File: src/rtl/hex_bcd_display_driver_if.sv
// Bus between the value producer and the HEX display driver.
//   number_in    : 20-bit unsigned value to display (producer -> driver)
//   update       : single-cycle conversion request (producer -> driver)
//   HEX0..HEX5   : active-low 7-segment patterns, bit7 = DP (driver -> pins)
//   driver_ready : 1 = idle with valid HEX outputs, 0 = converting
interface hex_bcd_display_driver_if;
  logic [19:0] number_in;
  logic        update;
  logic [7:0]  HEX0;
  logic [7:0]  HEX1;
  logic [7:0]  HEX2;
  logic [7:0]  HEX3;
  logic [7:0]  HEX4;
  logic [7:0]  HEX5;
  logic        driver_ready;

  modport master (
    output number_in, update,
    input  HEX0, HEX1, HEX2, HEX3, HEX4, HEX5, driver_ready
  );

  modport slave (
    input  number_in, update,
    output HEX0, HEX1, HEX2, HEX3, HEX4, HEX5, driver_ready
  );
endinterface

File: src/rtl/hex_bcd_display_driver.sv
// Binary (20-bit) to six-digit BCD converter (sequential double-dabble) driving
// six active-low 7-segment displays, HEX0 = units ... HEX5 = hundred-thousands.
// Ports:
//   clk   : system clock, rising edge
//   reset : asynchronous active-low reset
//   bus   : slave side of hex_bcd_display_driver_if (number_in, update in;
//           HEX0..HEX5, driver_ready out, all registered)
// Optional feature: define LEADING_ZERO_BLANK_EN to blank zero digits above the
// most significant non-zero digit (HEX0 always shows a digit).
module hex_bcd_display_driver (
  input  logic                      clk,
  input  logic                      reset,
  hex_bcd_display_driver_if.slave   bus
);

  localparam int unsigned BIN_W    = 20;
  localparam int unsigned DIGITS   = 6;
  localparam int unsigned BCD_W    = 4 * DIGITS;
  localparam int unsigned CNT_W    = 5;
  localparam int unsigned SEG_W    = 8;
  localparam logic [BIN_W-1:0] MAX_VAL  = BIN_W'(999999);
  localparam logic [CNT_W-1:0] LAST_BIT = CNT_W'(BIN_W - 1);
  localparam logic [SEG_W-1:0] BLANK    = 8'hFF;

  typedef enum logic [1:0] {
    IDLE  = 2'd0,
    SHIFT = 2'd1,
    DONE  = 2'd2
  } state_e;

  state_e                        state_q, state_d;
  logic [BIN_W-1:0]              bin_q, bin_d;
  logic [BCD_W-1:0]              bcd_q, bcd_d;
  logic [CNT_W-1:0]              cnt_q, cnt_d;
  logic [DIGITS-1:0][SEG_W-1:0]  hex_q, hex_d;
  logic                          ready_q, ready_d;
  logic [BCD_W-1:0]              adj;

  // BCD nibble to active-low segments, DP off; 10..15 blank
  function automatic logic [SEG_W-1:0] seg_enc(input logic [3:0] nib);
    case (nib)
      4'd0:    seg_enc = 8'hC0;
      4'd1:    seg_enc = 8'hF9;
      4'd2:    seg_enc = 8'hA4;
      4'd3:    seg_enc = 8'hB0;
      4'd4:    seg_enc = 8'h99;
      4'd5:    seg_enc = 8'h92;
      4'd6:    seg_enc = 8'h82;
      4'd7:    seg_enc = 8'hF8;
      4'd8:    seg_enc = 8'h80;
      4'd9:    seg_enc = 8'h98;
      default: seg_enc = BLANK;
    endcase
  endfunction

  // State and datapath registers
  always_ff @(posedge clk or negedge reset) begin
    if (!reset) begin
      state_q <= IDLE;
      bin_q   <= '0;
      bcd_q   <= '0;
      cnt_q   <= '0;
      hex_q   <= {DIGITS{BLANK}};
      ready_q <= 1'b1;
    end else begin
      state_q <= state_d;
      bin_q   <= bin_d;
      bcd_q   <= bcd_d;
      cnt_q   <= cnt_d;
      hex_q   <= hex_d;
      ready_q <= ready_d;
    end
  end

  // Next-state and datapath logic
  always_comb begin
    state_d = state_q;
    bin_d   = bin_q;
    bcd_d   = bcd_q;
    cnt_d   = cnt_q;
    hex_d   = hex_q;
    ready_d = ready_q;
    adj     = bcd_q;
`ifdef LEADING_ZERO_BLANK_EN
    begin : lzb
      logic lead;
      lead = 1'b1;
`endif

    case (state_q)
      IDLE: begin
        if (bus.update) begin
          bin_d   = (bus.number_in > MAX_VAL) ? MAX_VAL : bus.number_in;
          bcd_d   = '0;
          cnt_d   = '0;
          ready_d = 1'b0;
          state_d = SHIFT;
        end
      end

      SHIFT: begin
        // add-3 correction precedes the shift so each nibble stays decimal
        for (int i = 0; i < DIGITS; i++) begin
          if (bcd_q[4*i +: 4] >= 4'd5) adj[4*i +: 4] = bcd_q[4*i +: 4] + 4'd3;
        end
        {bcd_d, bin_d} = {adj[BCD_W-2:0], bin_q, 1'b0};
        cnt_d = cnt_q + CNT_W'(1);
        if (cnt_q == LAST_BIT) state_d = DONE;
      end

      DONE: begin
        for (int i = 0; i < DIGITS; i++) hex_d[i] = seg_enc(bcd_q[4*i +: 4]);
`ifdef LEADING_ZERO_BLANK_EN
        for (int i = DIGITS - 1; i > 0; i--) begin
          if (bcd_q[4*i +: 4] != 4'd0) lead = 1'b0;
          if (lead) hex_d[i] = BLANK;
        end
`endif
        ready_d = 1'b1;
        state_d = IDLE;
      end

      default: state_d = IDLE;
    endcase
`ifdef LEADING_ZERO_BLANK_EN
    end
`endif
  end

  assign bus.HEX0         = hex_q[0];
  assign bus.HEX1         = hex_q[1];
  assign bus.HEX2         = hex_q[2];
  assign bus.HEX3         = hex_q[3];
  assign bus.HEX4         = hex_q[4];
  assign bus.HEX5         = hex_q[5];
  assign bus.driver_ready = ready_q;

endmodule

File: src/flat_wrapper.sv
// flat-port wrapper written by rule: the top's interface ports become plain ports
module hex_bcd_display_driver_flat 
  (clk, reset, bus_number_in, bus_update, bus_HEX0, bus_HEX1, bus_HEX2, bus_HEX3, bus_HEX4, bus_HEX5, bus_driver_ready);
  hex_bcd_display_driver_if bus_i ();
  input  logic clk;
  input  logic reset;
  input wire logic [$bits(bus_i.number_in)-1:0] bus_number_in;
  input wire logic [$bits(bus_i.update)-1:0] bus_update;
  output wire logic [$bits(bus_i.HEX0)-1:0] bus_HEX0;
  output wire logic [$bits(bus_i.HEX1)-1:0] bus_HEX1;
  output wire logic [$bits(bus_i.HEX2)-1:0] bus_HEX2;
  output wire logic [$bits(bus_i.HEX3)-1:0] bus_HEX3;
  output wire logic [$bits(bus_i.HEX4)-1:0] bus_HEX4;
  output wire logic [$bits(bus_i.HEX5)-1:0] bus_HEX5;
  output wire logic [$bits(bus_i.driver_ready)-1:0] bus_driver_ready;
  assign bus_i.number_in = bus_number_in;
  assign bus_i.update = bus_update;
  assign bus_HEX0 = bus_i.HEX0;
  assign bus_HEX1 = bus_i.HEX1;
  assign bus_HEX2 = bus_i.HEX2;
  assign bus_HEX3 = bus_i.HEX3;
  assign bus_HEX4 = bus_i.HEX4;
  assign bus_HEX5 = bus_i.HEX5;
  assign bus_driver_ready = bus_i.driver_ready;
  hex_bcd_display_driver u_core (.clk(clk), .reset(reset), .bus(bus_i));
endmodule
File: config.mk
export PLATFORM = sky130hd
export DESIGN_NAME = hex_bcd_display_driver_flat
export DESIGN_NICKNAME = d
export VERILOG_FILES = /design/src/rtl/hex_bcd_display_driver_if.sv /design/src/rtl/hex_bcd_display_driver.sv /design/src/flat_wrapper.sv
export SDC_FILE = /design/constraint.sdc
export NUM_CORES = 1
export LEC_CHECK = 0
export CORE_UTILIZATION = 60
export CTS_CLUSTER_SIZE = 14
export DETAILED_ROUTE_END_ITERATION = 6
export GPL_TIMING_DRIVEN = 0
export PLACE_DENSITY = 0.86
export SLEW_MARGIN = 10
export SYNTH_ARGS = -nofsm -noshare
export SYNTH_HDL_FRONTEND = slang
export SYNTH_SLANG_ARGS = --single-unit
File: constraint.sdc
create_clock -name clk -period 2.24 [get_ports clk]
set_input_delay 0.448 -clock clk [delete_from_list [all_inputs] [get_ports clk]]
set_output_delay 0.448 -clock clk [all_outputs]
set_load 0.05 [all_outputs]
==> results_dict.tcl <==
set metrics [dict create \
    tightestPinTransition_ps 675 \
    track_usage_pct 29.1 \
    postSynth.asyncResetShare_pct 100 \
    regToRegSetupSlack_ps 440 \
    grt.met2_usage_pct 49.9 \
    timing.setup.critical_path_class "reg2out" \
    clock-root-buffer "sky130_fd_sc_hd__clkbuf_8" \
    total_global_routing_overflow 0 \
    dpl_cell_area_mm2 0.00606 \
    start_util_pct 62.8 \
    wl_per_cell_um 16.2 \
    grt.busiest_layer "met2" \
    drt_iter0_markers 288 \
    setup_ws_ps 78.3 \
    dominant_cell_type_by_area_after_synthesis "sky130_fd_sc_hd__dfrtp_1" \
    gr-usage-met3_pct 5.18 \
    critical-path-max-stage-delay_ps 810 \
    cts.path.max_buffers 2 \
    cp_slowest_cell "sky130_fd_sc_hd__clkdlybuf4s50_1" \
    setup_viol 0 \
    run_status "finished clean" \
    synthesis_warning_total 0 \
    timing.max_slew.rel_slack_pct 55.0 \
    first_global_vias 4234 \
    netlist_top_cells_count "sky130_fd_sc_hd__nand2_1 (75), sky130_fd_sc_hd__dfrtp_1 (51), sky130_fd_sc_hd__a21oi_1 (47)" \
    row_count 33 \
    floorplan.core_area_mm2 0.00834 \
    timing.final.crit_share_pct 96.5 \
    post-route-min-period_ps 2160 \
    worst_ir_drop_vdd_mv 0.808 \
    final_max_slew_viol_count 0 \
    diodes 0 \
    max_freq_mhz 463 \
    area.sequential_mm2 0.00241 \
    timing.clock.skew_ps 11.5 \
    ys_seq_area_share_pct 45.9 \
    h_tree_levels 3 \
    dp_hpwl_um 8810 \
    drive_gt1_share_pct 16.7 \
    cap_violations 0 \
    tritoncts "built" \
    cts_hold_repair.buffers 0 \
    detail_route.vias_per_cell 5.85 \
    synth.most_common_cell "sky130_fd_sc_hd__nand2_1" \
    p_leak_nw 2.76 \
    finalInstanceArea_mm2 0.00623 \
    grt_max_degree 49 \
    syn_area_mm2 0.00524 \
    tritoncts_num_sinks 94 \
    antenna_found_initial 0 \
    post_synth_num_cell_types 46 \
    netlist_top_cells_area "sky130_fd_sc_hd__dfrtp_1 (24%), sky130_fd_sc_hd__dfstp_2 (22%), sky130_fd_sc_hd__ha_1 (7.6%), sky130_fd_sc_hd__nand2_1 (5.4%), sky130_fd_sc_hd__a21oi_1 (4.5%)" \
    tritoncts.num_buffers 9 \
    ys_ff_latch 94 \
    post-synth-top-area-fraction_pct 24.4 \
    synth-edff-count 0 \
    wirelength_um 12400 \
    die_width_um 95.4 \
    netlist_instances 571 \
    cpLargestDelayFamily "buffers and inverters" \
    post_cts_resize_count 0 \
    post_synth.cell_area_avg_um2 9.17 \
    rsz_0062_raised_after_global_routing "no" \
    dieHeight_um 95.4 \
    clk_latency_worst_skew_pair_ps 360 \
    number_of_endpoints_with_negative_hold_slack_in_the_final_report 0 \
    drt_pre_antenna_iters 7 \
    p_per_area_mw_per_mm2 1730 \
    gr-usage-met1_pct 36.0 \
    critical_path_buf_inv_count 1 \
    path_cells "clkdlybuf4s50_1" \
    post-route-drc-count 0 \
    multiInputGateArea_mm2 0.00252 \
    hold_ws_ps 102 \
    post_cts_buffers 0 \
    clkSlewWorstSetupHoldPaths_ps 100 \
    area_growth_pct 18.9 \
    fillCellCount 633 \
    worstSetupStartpointType "register" \
    ios 72 \
    portBuffers 65 \
    worstPathMaxFanout 2 \
    crit_arrival_ps 1710 \
    design.die.area_mm2 0.00911 \
    gp_routability_congestion 0.917 \
    dr_total_vias 4465 \
    synth-main-ff-cell "sky130_fd_sc_hd__dfrtp_1" \
    timing.setup.tns_ps 0 \
    hp-class "in2async" \
    dpl_worst_slack_ps 96.3 \
    critical_path_sink_type "output pin" \
    detail_route_antenna_nets 0 \
    grt_pass1_wl_um 20100 \
    finish.net_count 708 \
    worst_path_required_ps 1790 \
]
[cells by family after synthesis]
family,Yosys count,synth area share (%)
and+or+nand+nor,180,16.4
AOI/OAI and AO/OA,177,20.5
other,1,0.0716
adders and majority gates,32,7.64
xor gates and xnor gates,8,1.34
muxes,9,1.74
buffers and inverters,70,6.33
DFF,94,45.9
[worst paths after layout]
path | from | endpoint | cells after the start
min reg2reg | u_core.bus.HEX4[4] | u_core.bus.HEX4[4] | 2
min | reset | u_core.bcd_q[20] | 1
max in group asynchronous | reset | u_core.bus.HEX0[2] | 2
max | u_core.bus.HEX5[3] | bus_HEX5[3] | 1
min in group clk | u_core.bus.HEX4[4] | u_core.bus.HEX4[4] | 2
max reg2reg | u_core.bcd_q[13] | u_core.bcd_q[13] | 6
[flip-flops by register name, indices dropped and copies added (netlist names), 7 cells and up]
signal and flops:
u_core.bcd_q 24, u_core.bus.HEX0 7, u_core.bin_q 20, u_core.bus.HEX2 7, u_core.bus.HEX5 7, u_core.bus.HEX1 7, u_core.bus.HEX4 7, u_core.bus.HEX3 7
[area by class of cell]
cell class / instances / area share (%)
Multi-Input combinational cell: 412 / 40.4
Sequential cell: 94 / 38.6
Timing Repair Buffer: 66 / 10.8
Buffer: 42 / 3.64
Tap cell: 105 / 2.11
Clock buffer: 10 / 2.05
Inverter: 28 / 1.69
Clock inverter: 6 / 0.603
[power breakdown]
part | switching (mW) | internal [mW]
combinational | 3.96 | 2.38
sequential | 0.661 | 2.81
clock | 0.587 | 0.401
total | 5.21 | 5.59
[layer usage]
metal,share of wire (%),vias to the layer above
met5,0,-
met4,2.8,0
met3,4.6,25
met2,50,123
met1,42,2171
li1,-,2146
[worst register-to-register path, delay by kind of cell, from the launching register on]
family | cells | cell delay, ps
buffers and inverters | 1 | 130
xor gates and xnor gates | 1 | 190
and+or+nand+nor | 1 | 190
DFF | 1 | 470
AOI/OAI and AO/OA | 2 | 440
adders and majority gates | 1 | 230
[cell usage in the layout, fill, tap and decap left out, types with 4 or more instances in the layout]
master,n
sky130_fd_sc_hd__nor2b_1,4
sky130_fd_sc_hd__dfrtp_1,51
sky130_fd_sc_hd__conb_1,6
sky130_fd_sc_hd__buf_2,25
sky130_fd_sc_hd__nor3_1,12
sky130_fd_sc_hd__nand3_1,11
sky130_fd_sc_hd__nor3_2,5
sky130_fd_sc_hd__buf_4,7
sky130_fd_sc_hd__dfstp_2,43
sky130_fd_sc_hd__a22o_1,5
sky130_fd_sc_hd__ha_1,32
sky130_fd_sc_hd__a31oi_1,4
sky130_fd_sc_hd__nand2b_1,19
sky130_fd_sc_hd__a21oi_1,47
sky130_fd_sc_hd__a22oi_1,4
sky130_fd_sc_hd__nand2_1,75
sky130_fd_sc_hd__o21ai_0,26
sky130_fd_sc_hd__clkbuf_8,9
sky130_fd_sc_hd__a211oi_1,6
sky130_fd_sc_hd__inv_2,4
sky130_fd_sc_hd__clkdlybuf4s50_1,64
sky130_fd_sc_hd__inv_1,24
sky130_fd_sc_hd__o31ai_1,27
sky130_fd_sc_hd__xnor2_1,8
sky130_fd_sc_hd__mux2i_1,8
sky130_fd_sc_hd__nor3b_1,4
sky130_fd_sc_hd__o22ai_1,14
sky130_fd_sc_hd__nor2_1,37
sky130_fd_sc_hd__o21ai_1,30
sky130_fd_sc_hd__clkbuf_1,10
[metrics by stage]
stage                     power, mW  utilization, %  cells
final                          10.8            74.7    763
after global placement         9.48            72.4    746
after global routing           11.6            74.7    763
after detailed placement       9.77            72.7    747
after CTS                      10.8            74.7    763
after floorplan                8.03               -    576
Power figures use the tool's default switching activity.
